File: src/rtl/psram_xfer_arb.sv
`timescale 1ns/1ps
`default_nettype none
// ============================================================================
// Module      : psram_xfer_arb
// Description : Two-port round-robin arbiter issuing one transfer at a time
//               to a PSRAM core. Optional WAIT watchdog: PSRAM_ARB_WDT_EN.
// Revision    : 1.0  initial release
// ============================================================================
module psram_xfer_arb #(
    parameter logic [15:0] TIMEOUT_CYC = 16'hFFFF
) (
    input  logic        clk_i,
    input  logic        rst_n_i,
    input  logic        arb_en_i,

    input  logic        req0_valid_i,
    input  logic        req0_rdwr_i,
    input  logic [31:0] req0_addr_i,
    input  logic [63:0] req0_wr_data_i,
    input  logic [7:0]  req0_wr_mask_i,
    output logic        req0_ready_o,
    output logic [63:0] req0_rd_data_o,
    output logic        req0_done_o,
    output logic        req0_err_o,

    input  logic        req1_valid_i,
    input  logic        req1_rdwr_i,
    input  logic [31:0] req1_addr_i,
    input  logic [63:0] req1_wr_data_i,
    input  logic [7:0]  req1_wr_mask_i,
    output logic        req1_ready_o,
    output logic [63:0] req1_rd_data_o,
    output logic        req1_done_o,
    output logic        req1_err_o,

    output logic [31:0] core_addr_o,
    output logic [63:0] core_wr_data_o,
    output logic [7:0]  core_wr_mask_o,
    output logic        core_rdwr_o,
    output logic        core_valid_o,
    input  logic        core_ready_i,
    input  logic        core_done_i,
    input  logic [63:0] core_rd_data_i
);

    localparam logic [1:0] c_ST_IDLE  = 2'd0;
    localparam logic [1:0] c_ST_ISSUE = 2'd1;
    localparam logic [1:0] c_ST_WAIT  = 2'd2;
    localparam logic [1:0] c_ST_RESP  = 2'd3;

    logic [1:0]  r_state;
    logic        r_last;
    logic        r_gnt;
    logic        r_core_valid;
    logic        r_core_rdwr;
    logic [31:0] r_core_addr;
    logic [63:0] r_core_wdata;
    logic [7:0]  r_core_mask;
    logic [63:0] r_rd0;
    logic [63:0] r_rd1;

    logic        w_grant;
    logic        w_win;
    logic        w_resp;
    logic        w_tmo;
    logic        w_err;
    logic        w_wait_exit;
    logic [63:0] w_rd_cap;

    assign w_grant = (r_state == c_ST_IDLE) && arb_en_i && core_ready_i &&
                     (req0_valid_i || req1_valid_i);
    // On a tie the port that did not win last time is selected.
    assign w_win   = (req0_valid_i && req1_valid_i) ? ~r_last : req1_valid_i;
    assign w_resp  = (r_state == c_ST_RESP);

    assign w_wait_exit = core_done_i || w_tmo;
    assign w_rd_cap    = core_done_i ? core_rd_data_i : {64{1'b1}};

`ifdef PSRAM_ARB_WDT_EN
    logic [15:0] r_wdt_cnt;
    logic [15:0] w_wdt_next;
    logic        r_err;

    assign w_wdt_next = r_wdt_cnt + 16'd1;
    // A completion arriving in the expiry cycle takes precedence.
    assign w_tmo = (r_state == c_ST_WAIT) && !core_done_i && (w_wdt_next == TIMEOUT_CYC);
    assign w_err = r_err;

    always_ff @(posedge clk_i or negedge rst_n_i) begin
        if (!rst_n_i) begin
            r_wdt_cnt <= 16'd0;
            r_err     <= 1'b0;
        end else begin
            if (r_state == c_ST_ISSUE) begin
                r_wdt_cnt <= 16'd0;
            end else if (r_state == c_ST_WAIT) begin
                r_wdt_cnt <= w_wdt_next;
            end
            if (r_state == c_ST_WAIT) begin
                r_err <= w_tmo;
            end
        end
    end
`else
    logic w_unused_tmo;

    assign w_tmo        = 1'b0;
    assign w_err        = 1'b0;
    assign w_unused_tmo = ^TIMEOUT_CYC;
`endif

    always_ff @(posedge clk_i or negedge rst_n_i) begin
        if (!rst_n_i) begin
            r_state      <= c_ST_IDLE;
            r_last       <= 1'b1;
            r_gnt        <= 1'b0;
            r_core_valid <= 1'b0;
            r_core_rdwr  <= 1'b0;
            r_core_addr  <= 32'd0;
            r_core_wdata <= 64'd0;
            r_core_mask  <= 8'd0;
            r_rd0        <= 64'd0;
            r_rd1        <= 64'd0;
        end else begin
            case (r_state)
                c_ST_IDLE: begin
                    if (w_grant) begin
                        r_state      <= c_ST_ISSUE;
                        r_gnt        <= w_win;
                        r_last       <= w_win;
                        r_core_valid <= 1'b1;
                        r_core_rdwr  <= w_win ? req1_rdwr_i    : req0_rdwr_i;
                        r_core_addr  <= w_win ? req1_addr_i    : req0_addr_i;
                        r_core_wdata <= w_win ? req1_wr_data_i : req0_wr_data_i;
                        r_core_mask  <= w_win ? req1_wr_mask_i : req0_wr_mask_i;
                    end
                end
                c_ST_ISSUE: begin
                    r_core_valid <= 1'b0;
                    r_state      <= c_ST_WAIT;
                end
                c_ST_WAIT: begin
                    if (w_wait_exit) begin
                        r_state <= c_ST_RESP;
                        if (r_core_rdwr) begin
                            if (r_gnt) begin
                                r_rd1 <= w_rd_cap;
                            end else begin
                                r_rd0 <= w_rd_cap;
                            end
                        end
                    end
                end
                c_ST_RESP: begin
                    r_state <= c_ST_IDLE;
                end
                default: begin
                    r_state <= c_ST_IDLE;
                end
            endcase
        end
    end

    assign req0_ready_o   = w_grant && !w_win;
    assign req1_ready_o   = w_grant && w_win;
    assign req0_done_o    = w_resp && !r_gnt;
    assign req1_done_o    = w_resp && r_gnt;
    assign req0_err_o     = w_resp && !r_gnt && w_err;
    assign req1_err_o     = w_resp && r_gnt && w_err;
    assign req0_rd_data_o = r_rd0;
    assign req1_rd_data_o = r_rd1;

    assign core_addr_o    = r_core_addr;
    assign core_wr_data_o = r_core_wdata;
    assign core_wr_mask_o = r_core_mask;
    assign core_rdwr_o    = r_core_rdwr;
    assign core_valid_o   = r_core_valid;

endmodule
`default_nettype wire

File: config.mk
export PLATFORM = sky130hd
export DESIGN_NAME = psram_xfer_arb
export DESIGN_NICKNAME = d
export VERILOG_FILES = /design/src/rtl/psram_xfer_arb.sv
export SDC_FILE = /design/constraint.sdc
export NUM_CORES = 1
export LEC_CHECK = 0
export ABC_CLOCK_PERIOD_IN_PS = 1800
export CORE_AREA = 3 3 202 204
export DETAILED_ROUTE_END_ITERATION = 8
export DIE_AREA = 0 0 205 207
export GPL_ROUTABILITY_DRIVEN = 0
export PLACE_DENSITY = 0.54
export SLEW_MARGIN = 20
export SYNTH_ARGS = -nofsm -noshare
export SYNTH_HDL_FRONTEND = slang
export SYNTH_SLANG_ARGS = --single-unit
File: constraint.sdc
create_clock -name clk_i -period 1.8 [get_ports clk_i]
set_input_delay 0.54 -clock clk_i [delete_from_list [all_inputs] [get_ports clk_i]]
set_output_delay 0.54 -clock clk_i [all_outputs]
set_load 0.05 [all_outputs]
==> results of run 1 <==
==> per-stage QoR <==
stage               power, mW  instances  setup WS, ns  setup TNS (ns)  hold slack [ns]
floorplan                22.1        654       0.00382               0            0.244
global placement         30.8       1695        -0.464          -71.87            0.489
detailed placement       30.9       1695        -0.474          -76.27            0.494
CTS                      37.2       1776        -0.485          -27.57            0.497
global route             39.4       1798        -0.515          -31.79            0.511
finish                   37.8       1798        -0.450          -25.89            0.504
==> sequential cells by signal, summed over array words and instances, names as in the netlist <==
| name | count |
|---|---|
| r_state | 2 |
| r_gnt | 1 |
| core_wr_mask_o | 8 |
| core_rdwr_o | 1 |
| core_valid_o | 1 |
| r_last | 1 |
| req0_rd_data_o | 64 |
| core_addr_o | 32 |
| core_wr_data_o | 64 |
| req1_rd_data_o | 64 |
==> synth_stat cells <==
library cell,count
dfrtp_1,237
a221o_1,105
nand2b_1,1
and3_1,3
mux2_2,129
ha_1,4
inv_1,2
clkbuf_1,10
buf_2,30
conb_1,1
dfstp_2,1
and2_1,106
a21o_1,2
o2111ai_2,1
nand2_1,2
buf_6,8
buf_4,2
a21oi_1,2
nand4b_1,1
o22a_1,1
nor2b_1,3
nand4_1,1
o211ai_1,1
==> final timing paths <==
| check | startpoint | end | slack, ns |
|---|---|---|---|
| min in group asynchronous | rst_n_i | req0_rd_data_o[35] | 0.52 |
| max reg2reg | r_state[0] | core_addr_o[29] | -0.31 |
| max in group asynchronous | rst_n_i | req0_rd_data_o[16] | 0.59 |
| min reg2reg | req0_rd_data_o[53] | req0_rd_data_o[53] | 0.50 |
| max | r_state[0] | req1_ready_o | -0.45 |
| min | req0_rd_data_o[53] | req0_rd_data_o[53] | 0.50 |
==> logic make-up (layout without fill, tap and decap cells) <==
logic type | count (synthesis) | after routing | synth area share (%)
flip-flops | 238 | 238 | 62.0
multiplexers | 129 | 129 | 15.1
AND/OR/NAND/NOR | 117 | 117 | 7.60
AO/OA/AOI/OAI | 112 | 112 | 11.5
buffers and inverters | 52 | 669 | 3.13
adder cells (fa/ha/maj) | 4 | 4 | 0.521
other | 1 | 4 | 0.0391
==> cell type report <==
type,instances,area [µm²],share of cell area [%]
clock inverters,9,90.1,0.498
repair buffers,616,6970,38.5
multi-input cells,364,3610,19.9
inverters,2,7.51,0.0415
diodes,2,5.00,0.0277
well taps,525,657,3.63
flip-flops and latches,238,5960,32.9
clock buffers,42,803,4.44
==> power breakdown <==
| part | leakage (nW) | internal (mW) | total [mW] | switching (mW) |
|---|---|---|---|---|
| logic | 4.89 | 9.54 | 22.4 | 12.8 |
| registers | 2.99 | 7.99 | 9.92 | 1.93 |
| clock network | 0.433 | 3.22 | 5.54 | 2.31 |
| total | 8.31 | 20.8 | 37.8 | 17.1 |
==> critical path: stages, from the launching register on <==
cell and delay (ns):
dfrtp_1 0.40, inv_2 0.09, ha_4 0.15, and3_4 0.17, and3_4 0.20, buf_12 0.14
==> layer usage <==
metal  up-vias  routed length (µm)  track usage, %
met5         -                   0               0
met4         0                1060            4.97
met3        63                3050            4.10
met2       354               20100            30.4
met1      4023               15900            21.0
li1       3633                   -               -
==> what timing repair did <==
item / in CTS / in global routing
endpoints found under the hold margin: 37 / 0
buffers inserted: 17 / 13
gates resized for setup: 41 / 93
hold buffers: 1 / 0
gates cloned: 14 / 13
pin swaps: 4 / 4
setup endpoints to repair: 108 / 126
==> metrics.txt, run 1 <==
Root Driver clkbuf_16; utilization after layout 45.9%; die area 42400 µm²; Die X 205 µm; Num CTS Buffers 28; Final setup viols 110; DRT Pass-1 Iters 4; # DRC 0; placed instance area 16000 µm²; register area share after synthesis 62.0%; most frequent cells in the layout clkdlybuf4s50_1, dfrtp_1, buf_4; Worst Setup End Kind output pin; Critical Path RT 1.26 ns; GRT Residual Overflow 0; max-cap viol count 0; Wirelength per Cell 22.3 µm; mean post-synth cell area 14.7 µm²; 1st-iter DRT viols 345; later-pin clock latency in the skew report 0.55 ns; min Tclk post-route 2.25 ns; share of cells above drive strength 1 46.7%; Starting Density 24.3%; row cnt 73; Area Growth Syn to Fin 88.5%; via count 8073; period utilization 125%; post-synthesis cell area 9600 µm²; post-route cell area 18100 µm²; Port Buffers 518; worst reg2reg path depth 11; Max Clock Freq 444 MHz; power per cell area 2090 nW/µm²; share of the synthesized area in the top cell type 61.8%; Antenna Nets Post-Route 0; Hold Path Depth 1; routed vias/inst 4.49; Syn Inst Count 653; synth top area cells dfrtp_1, mux2_2, a221o_1; global-route wire length before repair 56200 µm; register bit count reported by yosys 238; Final Max Slew Viols 0; commonest non-fill, non-tap cell in the layout clkdlybuf4s50_1; NumNets Final 1535; crit path max fanout 2; leak pwr 8.31 nW; unrepaired setup endpoints after global routing true; vias in the first global route 8597; Hold Path Class register to register; WL final 40100 µm; Worst-path clk slew 0.06 ns; Crit Path Class register to output pin; die height 207 µm; CTS tree built; CTS Sinks 238; Worst setup SP type register; H-tree levels 1; All-Layer GR Usage 17.3%; setup ws final -0.450 ns; leading area contributor after synthesis dfrtp_1; VDD IR max 0.00100 V; Yosys warning total 0; Distinct cells, synth 23; status complete, but fails checks; core box area 39500 µm²; hpwl dp 27000 µm; io pins 521; clock tree buffer depth 3; Clock Skew 0.0215 ns; Filler Cells Inserted 3636; initial antenna violation count 2; largest net degree at the start of global routing 54; failing checks negative setup slack; Hold Fails Final Rpt 0; CP Data Arrival Time 1.71 ns
Power figures use the tool's default switching activity.
==> run 2: changes to the inputs <==
--- a/config.mk
+++ b/config.mk
@@ -6,9 +6,9 @@
 export NUM_CORES = 1
 export LEC_CHECK = 0
 export ABC_CLOCK_PERIOD_IN_PS = 1800
-export CORE_AREA = 3 3 202 204
+export CORE_AREA = 2 2 201 203
 export DETAILED_ROUTE_END_ITERATION = 8
-export DIE_AREA = 0 0 205 207
+export DIE_AREA = 0 0 203 205
 export GPL_ROUTABILITY_DRIVEN = 0
 export PLACE_DENSITY = 0.54
 export SLEW_MARGIN = 20
==> run 2 against run 1 <==
  * The run still ends with negative setup slack left
  * Combinational power is 4% lower
  * Die area is 1.9% lower
  * Global-route usage is 1.0 points lower
  * Sequential power fell by 2%
  * First-iteration DRC count down 9.9%
  * Wire length fell by 6.2%
  * Clock-buffer cell count rose by 1
  * Critical path depth did not move
  * Clock skew is 0.013 ns lower
  * Clock power hardly changed
  * Utilization is 2.1 points lower
  * Setup slack better by 0.010 ns
  * Critical endpoint unchanged
==> metrics.txt, run 2 (synthesis gave the netlist of run 1 again) <==
Final setup viols 110; VDD IR max 0.000987 V; Crit Path Class register to output pin; # DRC 0; power per cell area 2130 nW/µm²; routed vias/inst 4.49; NumNets Final 1503; CTS Sinks 238; Antenna Nets Post-Route 0; later-pin clock latency in the skew report 0.54 ns; vias in the first global route 8346; DRT Pass-1 Iters 4; Root Driver clkbuf_16; logic gate share of total power 58.3%; max-cap viol count 0; core box area 39400 µm²; CP Data Arrival Time 1.70 ns; die area 41600 µm²; hpwl dp 25500 µm; Final Max Slew Viols 0; 1st-iter DRT viols 311; share of cells above drive strength 1 43.4%; Pint 19.9 mW; switching share of power 45.6%; Worst-path clk slew 0.06 ns; All-Layer GR Usage 16.3%; Clk pwr share 15.1%; global-route wire length before repair 51800 µm; crit path max fanout 2; Filler Cells Inserted 3674; Clock Skew 0.00873 ns; Reg-to-Reg Start r_state[1]; Worst Setup SP r_state[1]; clock tree buffer depth 3; Max Clock Freq 447 MHz; period utilization 124%; Worst Setup End Kind output pin; GRT Residual Overflow 0; Wirelength per Cell 21.4 µm; sequential power share 26.6%; leak pwr 7.92 nW; io pins 521; setup TNS -14.09 ns; via count 7915; commonest non-fill, non-tap cell in the layout clkdlybuf4s50_1; WL final 37700 µm; unrepaired setup endpoints after global routing true; most frequent cells in the layout clkdlybuf4s50_1, dfrtp_1, buf_4; status complete, but fails checks; die height 205 µm; Die X 203 µm; Worst setup SP type register; H-tree levels 1; register area 5960 µm²; initial antenna violation count 1; placed cells 1680; Starting Density 24.4%; largest net degree at the start of global routing 66; Hold Fails Final Rpt 0; total net switching power 16.7 mW; Critical Path RT 1.26 ns; non-filler cells, final 1762; Num CTS Buffers 28; min Tclk post-route 2.24 ns; Hold Path Class input port to async pin; Area Growth Syn to Fin 79.3%; area of the multi-input gates 3560 µm²; failing checks negative setup slack; Port Buffers 518; CTS tree built; row cnt 73; setup ws final -0.439 ns
run 2: changes by cell type in the layout (fill, tap and decap cells not counted), sizes merged:
cell | previous run | this run
clkbuf | 53 | 52
clkinvlp | 2 | 1
bufbuf | 0 | 2
clkinv | 6 | 3
diode | 2 | 1
buf | 325 | 293
run 2: repair_timing:
item,in CTS,in global routing
cloned,3,17
setup endpoints to repair,138,231
pin swaps,4,4
resized for setup,20,71
hold buffers,1,0
setup buffers,4,9
endpoints found under the hold margin,18,0
run 2: layout make-up:
cell class              instances  share of cell area, %
multi-input cells             364                   20.7
flip-flops and latches        238                   34.6
inverters                       2                 0.0436
well taps                     525                   3.82
repair buffers                584                   35.7
diodes                          1                 0.0145
clock inverters                 5                  0.305
clock buffers                  43                   4.81
run 2: per-stage QoR:
step | total power [mW] | hold WS (ns) | utilization, % | cell area [µm²] | setup WS, ns
3_5_place_dp | 30.2 | 0.419 | 39.5 | 15500 | -0.432
6_report | 36.7 | 0.448 | 43.7 | 17200 | -0.439
2_1_floorplan | 22.1 | 0.244 | - | 9630 | 0.00382
4_1_cts | 36.1 | 0.440 | 42.2 | 16600 | -0.471
3_3_place_gp | 30.1 | 0.418 | 39.5 | 15500 | -0.427
5_1_grt | 38.2 | 0.459 | 43.7 | 17200 | -0.486
run 2: final timing paths:
path / slack [ns] / to / cells past startpoint
max: -0.44 / req1_ready_o / 5
min: 0.45 / core_wr_data_o[16] / 2
max reg2reg: -0.16 / core_wr_mask_o[3] / 9
min reg2reg: 0.50 / req0_rd_data_o[8] / 1
max in group asynchronous: 0.70 / core_wr_data_o[7] / 3
min in group clk_i: 0.50 / req0_rd_data_o[8] / 1
run 2: routing by layer:
metal | wire (µm) | GRT usage [%] | share of wire [%] | up-vias
li1 | - | - | - | 3559
met1 | 14900 | 19.6 | 40 | 3967
met2 | 19100 | 28.8 | 51 | 332
met3 | 2640 | 3.82 | 7.0 | 57
met4 | 978 | 4.98 | 2.6 | 0
met5 | 0 | 0 | 0 | -
run 2: power groups by stage:
stage	logic [mW]	registers [mW]	clock network, mW
floorplan	3.72	18.3	0
global placement	20.4	9.72	0
detailed placement	20.5	9.71	0
CTS	20.7	9.74	5.69
global route	22.2	10.1	5.92
finish	21.4	9.77	5.52
run 2: critical path: stages, from the launching register on:
cell,delay [ns]
dfrtp_1,0.39
inv_2,0.08
ha_4,0.16
and3_4,0.18
and3_4,0.21
buf_12,0.14
==> run 3: changes to the inputs <==
--- a/config.mk
+++ b/config.mk
@@ -5,12 +5,12 @@
 export SDC_FILE = /design/constraint.sdc
 export NUM_CORES = 1
 export LEC_CHECK = 0
-export ABC_CLOCK_PERIOD_IN_PS = 1800
+export ABC_CLOCK_PERIOD_IN_PS = 2800
 export CORE_AREA = 2 2 201 203
 export DETAILED_ROUTE_END_ITERATION = 8
 export DIE_AREA = 0 0 203 205
 export GPL_ROUTABILITY_DRIVEN = 0
-export PLACE_DENSITY = 0.54
+export PLACE_DENSITY = 0.52
 export SLEW_MARGIN = 20
 export SYNTH_ARGS = -nofsm -noshare
 export SYNTH_HDL_FRONTEND = slang
==> constraint.sdc (replaced) <==
create_clock -name clk_i -period 2.8 [get_ports clk_i]
set_input_delay 0.84 -clock clk_i [delete_from_list [all_inputs] [get_ports clk_i]]
set_output_delay 0.84 -clock clk_i [all_outputs]
set_load 0.05 [all_outputs]
==> run 3 against run 2 <==
  * Design area down 4.7%
  * Hold slack worse by 0.25 ns
  * Global-route usage about the same
  * Wire length down 7.5%
  * Largest cell class is now registers
  * Critical path depth down 1
  * The run now ends clean
  * First-iteration DRC count down 6.1%
  * Sequential share of layout area up 1.7 points
  * Non-clock buffer count down 50
  * Highest routed layer is now met5
  * Register-to-register slack better by 0.87 ns
  * Clock skew up 0.015 ns
  * Total power down 38%
==> metrics.txt, run 3 (synthesis gave the netlist of run 1 again) <==
Port Buffers 518; Area Growth Syn to Fin 71.0%; status completed; Final Max Slew Viols 0; row cnt 73; sequential power share 26.6%; Worst Setup End Kind output pin; WHS 0.199 ns; Worst Path Buf+Inv 2; crit path cell chain clkdlybuf4s50_1 > and3_1 > and3_4 > buf_12; Clock Skew 0.0236 ns; CTS Sinks 238; unrepaired setup endpoints after global routing false; vias in the first global route 8057; post-CTS setup buffers 0; 1st-iter DRT viols 292; most frequent cells in the layout clkdlybuf4s50_1, dfrtp_1, mux2_2; clock tree buffer depth 3; Root Driver clkbuf_16; die area 41600 µm²; share of cells above drive strength 1 17.2%; power per cell area 1380 nW/µm²; Crit Path Class input port to output pin; H-tree levels 1; Tot Pwr 22.7 mW; placed cells 1663; Slew HR 54.9%; NumNets Final 1453; min Tclk post-route 2.71 ns; slowest stage cell, crit path clkdlybuf4s50_1; Antenna Nets Post-Route 0; via count 7621; global-route wire length before repair 51500 µm; Hold Fails Final Rpt 0; total net switching power 10.5 mW; CP top delay family buffers and inverters; logic gate share of total power 56.6%; Clk pwr share 16.8%; max-cap viol count 0; routed vias/inst 4.44; CTS tree built; die height 205 µm; CP Data Arrival Time 1.87 ns; core box area 39400 µm²; Starting Density 24.4%; Num CTS Buffers 28; utilization after layout 41.7%; Pint 12.2 mW; commonest non-fill, non-tap cell in the layout clkdlybuf4s50_1; Worst-Margin Slew 0.676 ns; period utilization 96.6%; Worst setup SP type input port; WL final 34800 µm; Die X 203 µm; hpwl dp 25200 µm; DRT Pass-1 Iters 4; VDD IR max 0.000635 V; crit path max fanout 3; Final setup viols 0; io pins 521; switching share of power 46.1%; non-filler cells, final 1717; later-pin clock latency in the skew report 0.56 ns; leak pwr 6.96 nW; initial antenna violation count 3; Filler Cells Inserted 3725; Wirelength per Cell 20.3 µm; Worst-path clk slew 0.05 ns; # DRC 0; Critical Path RT 1.96 ns; All-Layer GR Usage 16.3%; slowest cell delay on critical path 0.48 ns; GRT Residual Overflow 0; Hold Path Class input port to async pin; Max Clock Freq 370 MHz; largest net degree at the start of global routing 72
-- run 3: repair_timing --
action / CTS / global route
hold buffers: 0 / 0
setup endpoints to repair: 2 / 1
endpoints found under the hold margin: 0 / 0
gates resized for setup: 2 / 1
-- run 3: power groups by stage --
stage                     logic [mW]  clock network [mW]  registers, mW
after floorplan                 2.38                   0           11.8
after global placement          12.9                   0           6.08
after detailed placement        13.0                   0           6.07
after CTS                       13.0                3.97           6.07
after global routing            13.4                4.10           6.28
final                           12.8                3.81           6.04
-- run 3: layout make-up --
| class | count | area, µm² | area share, % |
|---|---|---|---|
| flip-flops and latches | 238 | 5960 | 36.3 |
| repair buffers | 534 | 5430 | 33.1 |
| multi-input cells | 364 | 3380 | 20.6 |
| clock buffers | 37 | 806 | 4.91 |
| well taps | 525 | 657 | 4.00 |
| clock inverters | 15 | 165 | 1.01 |
| inverters | 2 | 7.51 | 0.0457 |
| diodes | 2 | 5.00 | 0.0305 |
-- run 3: path summary, 6_finish.rpt --
check / startpoint / to / slack, ns / cells after the start
setup / recovery: arb_en_i / req0_ready_o / 0.09 / 4
hold / removal: rst_n_i / req0_rd_data_o[63] / 0.20 / 1
setup reg to reg: r_state[0] / core_wr_data_o[58] / 0.71 / 6
hold reg to reg: req1_rd_data_o[19] / req1_rd_data_o[19] / 0.50 / 1
max in group asynchronous: rst_n_i / r_last / 1.82 / 2
min in group clk_i: req1_rd_data_o[19] / req1_rd_data_o[19] / 0.50 / 1
-- run 3: routing by layer --
metal,global-route usage (%),wire (µm),vias up
met5,0,13,-
met4,3.96,549,2
met3,6.05,3480,33
met2,28.8,17600,328
met1,18.5,13200,3801
li1,-,-,3457
-- run 3: metrics by stage --
| stage | setup TNS [ns] | worst slack (ns) | area [µm²] |
|---|---|---|---|
| final | 0 | 0.0939 | 16400 |
| after global routing | 0 | 0.0511 | 16400 |
| after CTS | 0 | 0.0290 | 16400 |
| after detailed placement | -0.0158 | -0.0158 | 15400 |
| after global placement | -0.0135 | -0.0135 | 15400 |
| after floorplan | 0 | 0.357 | 9600 |
